--- config.mk ---
export PLATFORM = sky130hd
export DESIGN_NAME = exp_result_fifo
export DESIGN_NICKNAME = d
export VERILOG_FILES = /design/src/rtl/exp_fmt_pkg.sv /design/src/rtl/q725_to_q412_sat.sv /design/src/rtl/exp_result_fifo.sv
export SDC_FILE = /design/constraint.sdc
export NUM_CORES = 1
export LEC_CHECK = 0
export CORE_MARGIN = 10
export CORE_UTILIZATION = 55
export CTS_CLUSTER_SIZE = 8
export DETAILED_ROUTE_END_ITERATION = 10
export PLACE_DENSITY = 0.75
export SKIP_LAST_GASP = 1
export SYNTH_ARGS = -nofsm -noshare
export SYNTH_HDL_FRONTEND = slang
export SYNTH_SLANG_ARGS = --single-unit
--- constraint.sdc ---
create_clock -name clk -period 5.3 [get_ports clk]
set_clock_uncertainty 0.2 [all_clocks]
set_input_delay 0.53 -clock clk [delete_from_list [all_inputs] [get_ports clk]]
set_output_delay 0.53 -clock clk [all_outputs]
set_load 0.005 [all_outputs]
--- src/rtl/exp_fmt_pkg.sv ---
// Fixed-point format definitions shared by the exp evaluator output stages.
// Q7.25 evaluator results are narrowed to unsigned Q4.12 for the consumer.
package exp_fmt_pkg;

    localparam int Q_IN_FRAC  = 25;
    localparam int Q_OUT_FRAC = 12;
    localparam int Q_OUT_INT  = 4;
    localparam int SHIFT      = Q_IN_FRAC - Q_OUT_FRAC;

    typedef logic [31:0] q725_t;
    typedef logic [15:0] q412_t;

    localparam q412_t SAT_MAX = 16'hFFFF;

endpackage

--- src/rtl/q725_to_q412_sat.sv ---
// Unsigned Q7.25 -> Q4.12 conversion with round-half-up and saturation.
// Purely combinational so it can sit directly on any push path.
module q725_to_q412_sat
    import exp_fmt_pkg::*;
(
    input  q725_t y,
    output q412_t z,
    output logic  sat
);

    logic [18:0] trunc;
    logic [19:0] rounded;

    // The bit just below the kept LSB decides round-up; the carry can reach bit 19.
    assign trunc   = y[31:SHIFT];
    assign rounded = {1'b0, trunc} + {19'd0, y[SHIFT-1]};
    assign sat     = |rounded[19:16];
    assign z       = sat ? SAT_MAX : rounded[15:0];

endmodule

--- src/rtl/exp_result_fifo.sv ---
// Output stage of the exp evaluator: converts Q7.25 results to Q4.12 and
// buffers them in a register FIFO, with saturation and overflow debug counters.
module exp_result_fifo
    import exp_fmt_pkg::*;
#(
    parameter int WIDTHIN  = 32,
    parameter int WIDTHOUT = 16,
    parameter int DEPTH    = 8,
    parameter int CNTW     = $clog2(DEPTH) + 1
) (
    input  logic                clk,
    input  logic                reset,
    input  logic                i_valid,
    output logic                o_ready,
    input  logic [WIDTHIN-1:0]  i_y,
    output logic                o_valid,
    input  logic                i_ready,
    output logic [WIDTHOUT-1:0] o_z,
    input  logic                i_flush,
    output logic [CNTW-1:0]     o_count,
    output logic [7:0]          o_sat_cnt,
    output logic                o_ovf
);

    localparam int PTRW = $clog2(DEPTH);

    // Handshake: a transfer happens on a rising edge where valid and ready are
    // both high; valid never waits on ready, and o_ready depends only on count.

    q412_t            mem [DEPTH];
    logic [PTRW-1:0]  wr_ptr;
    logic [PTRW-1:0]  rd_ptr;
    logic [CNTW-1:0]  count;
    q412_t            conv_z;
    logic             conv_sat;
    logic             push;
    logic             pop;
    logic             full;

    q725_to_q412_sat u_conv (
        .y   (i_y),
        .z   (conv_z),
        .sat (conv_sat)
    );

    assign full    = (count == CNTW'(DEPTH));
    assign o_ready = !full;
    assign o_valid = (count != '0);
    assign o_count = count;
    assign o_z     = mem[rd_ptr];

    // Flush wins over any transfer in the same cycle.
    assign push = i_valid && o_ready && !i_flush;
    assign pop  = o_valid && i_ready && !i_flush;

    always_ff @(posedge clk or posedge reset) begin
        if (reset) begin
            wr_ptr    <= '0;
            rd_ptr    <= '0;
            count     <= '0;
            o_sat_cnt <= '0;
            o_ovf     <= 1'b0;
        end else begin
            if (i_valid && full) begin
                o_ovf <= 1'b1;
            end
            if (push && conv_sat && (o_sat_cnt != 8'hFF)) begin
                o_sat_cnt <= o_sat_cnt + 8'd1;
            end
            if (i_flush) begin
                wr_ptr <= '0;
                rd_ptr <= '0;
                count  <= '0;
            end else begin
                if (push) begin
                    wr_ptr <= wr_ptr + PTRW'(1);
                end
                if (pop) begin
                    rd_ptr <= rd_ptr + PTRW'(1);
                end
                case ({push, pop})
                    2'b10:   count <= count + CNTW'(1);
                    2'b01:   count <= count - CNTW'(1);
                    default: count <= count;
                endcase
            end
        end
    end

    // Storage carries no reset; entries are only meaningful while counted.
    always_ff @(posedge clk) begin
        if (push) begin
            mem[wr_ptr] <= conv_z;
        end
    end

endmodule
# == Yosys cells after proc, flatten, opt, wreduce, memory -nomap -nowiden ==
# Memories as Yosys holds them, arrays and structs flattened.
# Index checks and enable logic that the tools add are counted.
# totals
regBits,19
ram_bits,128
input_bits,37
output_inout_bits,31
n_memories,1
# classes
add_sub_neg,6
eq_ne,4
muxes,9
reduce_logical,14
# memory_table
memory,depth,word_bits,rd,rd_clocked_by_memory_dff,wr,line_no,rtl
mem,8,16,1,0,1,exp_result_fifo.sv:30,q412_t mem [DEPTH];
# op_table
cell,count
adder 19 x 1 -> 20 bit,1
two-way mux 16 bit,1
two-way mux 3 bit,4
"adder 8 x 1 -> 8 bit, second input constant",1
"inequality test 8 bit, second input constant",1
one-hot mux 4 bit (2 select lines),1
logical AND 1 bit,7
"adder 3 x 1 -> 3 bit, second input constant",2
"adder 4 x 1 -> 4 bit, second input constant",1
"equality test 4 bit, second input constant",1
two-way mux 4 bit,1
nonzero test 2 bit,2
nonzero test 4 bit,1
OR reduction 4 bit,1
"subtractor 4 x 1 -> 4 bit, second input constant",1
nonzero test 3 bit,1
"equality test 2 x 1 -> 1 bit, second input constant",1
"equality test 2 bit, second input constant",1
zero test 1 bit,2
two-way mux 1 bit,2

# == Depth between registers and ports, before layout ==
# Gate-level depths: netlist (run 1).
# depth
depth_word,7
ltp_mapped,9
ltp_nobuf,9

# == Modules after synthesis ==
# Synthesis (run 1) repeated with hierarchy kept, for this count alone.
# hier_totals
cells_unflattened,360
area_unflattened_um2,6403.6
# modules_own_cells
mod,n_inst,cells_each,area_per_inst_um2,seq_area_each_um2
exp_result_fifo,1,298,5949.5,4319.1
q725_to_q412_sat,1,62,454.2,0.0

# == Worst setup path before layout (run 1) ==
# OpenSTA, ideal clock, no wires.
# synth_path
path_type,register to register
from,"register count[3], in the netlist o_count[3]"
to,memory mem[0][0] (netlist name) (enable)
setup_ns,0.430
t_arrival_ns,2.686
t_required_ns,4.670
slack_ns,1.984
stages_incl_launch_ff,5
path_cell_list,dfrtp_1 > nor4b_1 > or3_1 > buf_2 > nor4_1
# synth_via
elab_chain_len,6
# synth_rtl
item,line_no,rtl
"start, declared",exp_result_fifo.sv:33,logic [CNTW-1:0] count;
"start signal, assigned",exp_result_fifo.sv:82,2'b10: count <= count + CNTW'(1);
"start signal, assigned",exp_result_fifo.sv:83,2'b01: count <= count - CNTW'(1);
"start signal, assigned",exp_result_fifo.sv:84,default: count <= count;
equality test 4 bit,exp_result_fifo.sv:46,assign full = (count == CNTW'(DEPTH));
zero test 1 bit,exp_result_fifo.sv:47,assign o_ready = !full;
logical AND 1 bit (2 in series),exp_result_fifo.sv:53,assign push = i_valid && o_ready && !i_flush;
two-way mux 1 bit,exp_result_fifo.sv:92,if (push) begin
two-way mux 1 bit (implied by the code),exp_result_fifo.sv:93,mem[wr_ptr] <= conv_z;
"end, declared",exp_result_fifo.sv:30,
# Every way passes these cells.

# == Worst setup path after layout (run 1) ==
# layout_path
from,register rd_ptr[0]
to,output o_z[4]
# layout_via
elab_chain_len,1
# layout_rtl
item,line_no,rtl
"start, declared",exp_result_fifo.sv:32,logic [PTRW-1:0] rd_ptr;
"start signal, assigned",exp_result_fifo.sv:79,rd_ptr <= rd_ptr + PTRW'(1);
memory read (8 x 16 bit),n/a,
"end, declared",exp_result_fifo.sv:18,"output logic [WIDTHOUT-1:0] o_z,"
# Every way passes these cells.

==> impl_metrics.env, run 1 <==
export IMPL_placed_cell_area_sq_um=7030
export IMPL_clockBufferDepth=2
export IMPL_p_leak_nw=2.44
export IMPL_avgSynthCellArea_sq_um=17.5
export IMPL_arrival_ns=2.99
export IMPL_drv_cap=0
export IMPL_min_path_cells=1
export IMPL_maxSlewHeadroom=0.313
export IMPL_setup_viol=0
export IMPL_final_net_count=470
export IMPL_core_sq_um=11000
export IMPL_numPortBuffers=55
export IMPL_num_rows=38
export IMPL_tightest_slew_ns=1.03
export IMPL_yosys_area_top_type_share=0.614
export IMPL_slowest_delay_ns=1.01
export IMPL_root_buffer="clkbuf_16"
export IMPL_hold_buffers=0
export IMPL_drtIter0Drc=283
export IMPL_rsz0062_at_grt="false"
export IMPL_syn_inst=357
export IMPL_yosys_area_top_type="edfxtp_1"
export IMPL_drt_pass1_iterations=4
export IMPL_worst_path_max_fanout=29
export IMPL_drive_gt1_frac=0.233
export IMPL_grt_pass1_wl_mm=20.5
export IMPL_r2r_slack_ns=2.42
export IMPL_ant_nets=0
export IMPL_crit_type="register to output port"
export IMPL_reg2reg_depth=9
export IMPL_drc=0
export IMPL_grt_max_degree=35
export IMPL_hp_class="register to register"
export IMPL_slew_viol_final=0
export IMPL_clk_pin_slew_worst_paths_ns=0.06
export IMPL_r2r_end="o_count[3]$_DFFE_PP0P_"
export IMPL_htreeDepth=4
export IMPL_syn_nets=402
export IMPL_design_area_sq_um=7600
export IMPL_ir_worst_vdd_v=0.000276
export IMPL_hold_viol=0
export IMPL_dieArea_sq_um=16100
export IMPL_totalNegativeSetupSlack_ns=0
export IMPL_overflow=0
export IMPL_synthFlopType="edfxtp_1"
export IMPL_finalNonFillerCells=578
export IMPL_grt_usage=0.166
export IMPL_cts_buffers=17
export IMPL_crit_slowest_cell="dfrtp_2"
export IMPL_antenna_found_initial=1
export IMPL_clock_sinks=147
export IMPL_gp_routability_congestion=0.865
export IMPL_synth_area_leaders="edfxtp_1, mux4_2, dfrtp_1"
export IMPL_die_x_um=127
export IMPL_r2r_start="o_count[1]$_DFFE_PP0P_"
export IMPL_fmax_mhz=269
export IMPL_cp_start_kind="register"
export IMPL_yosys_warnings=0
export IMPL_whs_endpoint="o_ovf$_DFFE_PP0P_"
export IMPL_critPathCaptureType="output port"
export IMPL_drt_wirelength_per_cell_um=22.0
export IMPL_syn2layout_area_growth_pct=21.4
export IMPL_min_from="o_ovf$_DFFE_PP0P_"
export IMPL_num_io_pins=68
export IMPL_grt_pass1_vias=3744
export IMPL_cp_required_ns=4.57
export IMPL_dp_hpwl_mm=7.98
export IMPL_via_per_inst=5.88
export IMPL_tritoncts="built"
export IMPL_post_cts_resized=0
export IMPL_min_period_over_period=0.702
export IMPL_syn_area_sq_um=6260
export IMPL_async_reset_ff_frac=0.129
export IMPL_antenna_cells=0
export IMPL_synth_edf_count=128
export IMPL_start_util=0.570
export IMPL_die_h_um=127
export IMPL_wl_mm=12.7
export IMPL_status="finished clean"
export IMPL_vias=3398
export IMPL_dp_cells=546
export IMPL_ys_types=39
export IMPL_ys_ff_latch=147
export IMPL_layout_min_cycle_time_ns=3.72
export IMPL_worstPathCellList="buf_4 > mux4_2 > mux2_2 > clkdlybuf4s50_1"
export IMPL_power_density_nw_per_um2=440
export IMPL_cts_setup_buffers=0
export IMPL_clkLatencyLatePin_ns=0.41
export IMPL_yosysSeqAreaShare=0.690
registers in the layout, indices dropped and copies added (netlist names):
name and flops:
o_sat_cnt 8, o_ovf 1, rd_ptr 3, o_count 4, wr_ptr 3, mem 128
cells in the final DEF (no fill, tap or decap), types with 7 or more instances in the layout:
master and instances:
buf_4 8, clkbuf_16 17, clkdlybuf4s50_1 55, dfrtp_1 17
edfxtp_1 128, ha_1 7, mux2_2 16, mux4_2 32
nand2_1 27, nand3_1 15, nor2_1 18, xnor2_1 10
xor2_1 14
cell usage after synthesis (2+ instances only):
cell / number
a21o_1: 2
a21oi_1: 4
and3_1: 2
and4_1: 2
buf_2: 5
clkbuf_1: 8
dfrtp_1: 19
edfxtp_1: 128
ha_1: 7
inv_1: 4
mux2_1: 2
mux2_2: 16
mux2i_1: 2
mux4_2: 32
nand2_1: 27
nand2b_1: 6
nand3_1: 15
nand4_1: 2
nand4_2: 2
nor2_1: 18
nor3_1: 4
nor4_1: 3
nor4_2: 4
nor4b_1: 3
o21ai_1: 2
or3_1: 3
xnor2_1: 10
xor2_1: 14
metrics by stage:
step	util	hold WS (ns)	setup WS [ns]	power (W)
3_5_place_dp	0.640	0.278	1.51	0.00225
3_3_place_gp	0.640	0.241	1.56	0.00223
2_1_floorplan	-	0.251	1.98	0.00190
6_report	0.692	0.282	1.58	0.00335
5_1_grt	0.692	0.313	1.36	0.00351
4_1_cts	0.692	0.294	1.47	0.00338
report_power, final:
| group | switching [W] | internal (W) | total (W) | leakage, nW |
|---|---|---|---|---|
| Clock | 0.000443 | 0.000691 | 0.00113 | 0.269 |
| Combinational | 0.000249 | 0.000471 | 0.000720 | 0.823 |
| Sequential | 0.000166 | 0.00133 | 0.00149 | 1.35 |
cells by family after synthesis:
kind of cell,after synthesis,synth area share
XOR/XNOR,24,0.0336
AO/OA/AOI/OAI,14,0.0146
flip-flops,147,0.690
multiplexers,53,0.153
adder cells (fa/ha/maj),8,0.0172
buffers and inverters,18,0.0118
AND/OR/NAND/NOR,93,0.0801
worst max-delay path, delay by kind of cell, from the launching register on:
kind | cells | cell delay (ns)
buffers and inverters | 2 | 0.78
muxes | 2 | 0.79
DFF | 1 | 1.01
layer usage:
layer | global-route usage | part of all wire | wire (um) | up-vias
li1 | - | - | - | 1544
met1 | 0.186 | 0.38 | 4780 | 1722
met2 | 0.290 | 0.54 | 6820 | 107
met3 | 0.0462 | 0.069 | 873 | 23
met4 | 0.0717 | 0.017 | 218 | 2
met5 | 0 | 0.0010 | 13 | -
worst max path at each step:
stage | endpoint | cells after the start | slack, ns | from
5_1_grt | o_z[4] | 4 | 1.36 | rd_ptr[0]$_DFFE_PP0P_
4_1_cts | o_z[4] | 4 | 1.47 | rd_ptr[0]$_DFFE_PP0P_
3_5_place_dp | o_sat_cnt[1]$_DFFE_PP0P_ | 9 | 1.51 | i_y[12]
3_3_place_gp | o_sat_cnt[1]$_DFFE_PP0P_ | 9 | 1.56 | i_y[12]
2_1_floorplan | mem[0][0]$_DFFE_PP_ | 4 | 1.98 | o_count[3]$_DFFE_PP0P_
6_report | o_z[4] | 4 | 1.58 | rd_ptr[0]$_DFFE_PP0P_
final cells by class:
cell class	instances	area, sq um
flip-flops and latches	147	4320
fillers	737	3380
multi-input cells	192	1910
repair buffers	63	611
clock buffers	19	433
well taps	140	175
clock inverters	13	136
inverters	4	15.0
Power figures use the tool's default switching activity.
==> inputs of run 2 (changes only) <==
clock period = 3.5 ns   (was 5.3 ns; I/O delays follow)
==> run 2 against run 1 <==
First-iteration DRC count decreased by 1.1%. Flip-flop and latch count did not move. Sequential share of layout area fell by 0.65 points. Design area rose by 1.1%. Global-route usage up 0.091 points. Highest routed layer is now met4. Clock power is 59% higher.
==> impl_metrics.env, run 2 (synthesized netlist as in run 1, its figures left out) <==
export IMPL_cts_setup_buffers=0
export IMPL_clkLatencyLatePin_ns=0.41
export IMPL_tightest_slew_ns=0.736
export IMPL_core_sq_um=11000
export IMPL_start_util=0.570
export IMPL_die_x_um=127
export IMPL_whs_ns=0.162
export IMPL_overflow=0
export IMPL_slew_viol_final=0
export IMPL_numPortBuffers=55
export IMPL_wl_mm=12.7
export IMPL_grt_usage=0.167
export IMPL_arrival_ns=2.61
export IMPL_power_density_nw_per_um2=674
export IMPL_drtIter0Drc=280
export IMPL_syn2layout_area_growth_pct=22.8
export IMPL_hp_class="primary input to asynchronous set/reset pin"
export IMPL_cp_start_kind="register"
export IMPL_grt_max_degree=26
export IMPL_seqPwrFrac=0.420
export IMPL_reg2reg_depth=9
export IMPL_power_switching_w=0.00128
export IMPL_fmax_mhz=316
export IMPL_ant_nets=0
export IMPL_sw_frac_of_total=0.247
export IMPL_design_area_sq_um=7690
export IMPL_gp_routability_congestion=0.835
export IMPL_min_period_over_period=0.904
export IMPL_layout_min_cycle_time_ns=3.16
export IMPL_drc=0
export IMPL_post_cts_resized=0
export IMPL_final_util=0.700
export IMPL_vias=3434
export IMPL_largest_reg_flops=128
export IMPL_htreeDepth=4
export IMPL_num_io_pins=68
export IMPL_multiInputGateArea_sq_um=1900
export IMPL_grt_pass1_vias=3736
export IMPL_critPathCaptureType="output port"
export IMPL_clk_pin_slew_worst_paths_ns=0.06
export IMPL_setup_viol=0
export IMPL_via_per_inst=5.88
export IMPL_finalNonFillerCells=584
export IMPL_status="finished clean"
export IMPL_root_buffer="clkbuf_16"
export IMPL_crit_type="register to output port"
export IMPL_drive_gt1_frac=0.236
export IMPL_drt_wirelength_per_cell_um=21.7
export IMPL_worst_path_max_fanout=25
export IMPL_grt_pass1_wl_mm=20.5
export IMPL_p_leak_nw=2.49
export IMPL_placed_cell_area_sq_um=7090
export IMPL_totalNegativeSetupSlack_ns=0
export IMPL_ir_worst_vdd_v=0.000428
export IMPL_regArea_sq_um=4320
export IMPL_antenna_found_initial=0
export IMPL_p_comb_frac=0.233
export IMPL_clock_sinks=147
export IMPL_top_register="mem"
export IMPL_num_rows=38
export IMPL_cellInternalPower_w=0.00390
export IMPL_die_h_um=127
export IMPL_drt_pass1_iterations=4
export IMPL_cp_required_ns=2.95
export IMPL_hold_buffers=0
export IMPL_dp_cells=552
export IMPL_hold_viol=0
export IMPL_rsz0062_at_grt="false"
export IMPL_cts_buffers=17
export IMPL_antenna_cells=0
export IMPL_clockBufferDepth=2
export IMPL_dp_hpwl_mm=8.05
export IMPL_drv_cap=0
export IMPL_dieArea_sq_um=16100
export IMPL_final_cell_mix="edfxtp_1, clkdlybuf4s50_1, mux4_2"
export IMPL_clkPwrFrac=0.347
export IMPL_final_net_count=476
export IMPL_maxSlewHeadroom=0.509
export IMPL_final_common_cell="edfxtp_1"
export IMPL_tritoncts="built"
export IMPL_n_fill_cell=703
-- run 2: worst paths after layout --
kind | from | to | slack, ns
worst min register to register | o_ovf$_DFFE_PP0P_ | o_ovf$_DFFE_PP0P_ | 0.26
worst max-delay path | rd_ptr[0]$_DFFE_PP0P_ | o_z[14] | 0.34
worst min-delay path | reset | rd_ptr[2]$_DFFE_PP0P_ | 0.16
min in group clk | o_ovf$_DFFE_PP0P_ | o_ovf$_DFFE_PP0P_ | 0.26
worst max register to register | o_count[1]$_DFFE_PP0P_ | o_count[3]$_DFFE_PP0P_ | 0.59
max in group asynchronous | reset | rd_ptr[0]$_DFFE_PP0P_ | 2.43
-- run 2: layout make-up --
cell class | count | share of cell area
inverter | 4 | 0.00195
tap | 140 | 0.0228
clock inverter | 9 | 0.0171
multi-input combinational | 192 | 0.247
sequential | 147 | 0.562
timing repair buffer | 69 | 0.0885
clock buffer | 23 | 0.0609
-- run 2: per-stage QoR --
| stage | power (W) | worst slack (ns) |
|---|---|---|
| after floorplan | 0.00288 | 0.184 |
| after global placement | 0.00340 | 0.477 |
| after detailed placement | 0.00344 | 0.396 |
| after CTS | 0.00524 | 0.286 |
| after global routing | 0.00543 | 0.214 |
| final | 0.00518 | 0.336 |
-- run 2: power by group through the flow --
stage | clock (W) | sequential (W) | combinational [W]
after floorplan | 0 | 0.00214 | 0.000739
after global placement | 0 | 0.00220 | 0.00120
after detailed placement | 0 | 0.00221 | 0.00123
after CTS | 0.00182 | 0.00218 | 0.00123
after global routing | 0.00191 | 0.00220 | 0.00132
final | 0.00180 | 0.00218 | 0.00121
-- run 2: routing by layer --
metal	routed length, um	vias to the layer above	GRT usage
li1	-	1558	-
met4	287	0	0.0817
met2	6840	111	0.281
met3	831	16	0.0496
met1	4720	1749	0.190
met5	0	-	0
-- run 2: critical path: stages, from the launching register on --
cell,delay [ns]
dfrtp_2,0.59
buf_12,0.29
mux4_2,0.56
mux2_2,0.30
clkdlybuf4s50_1,0.45
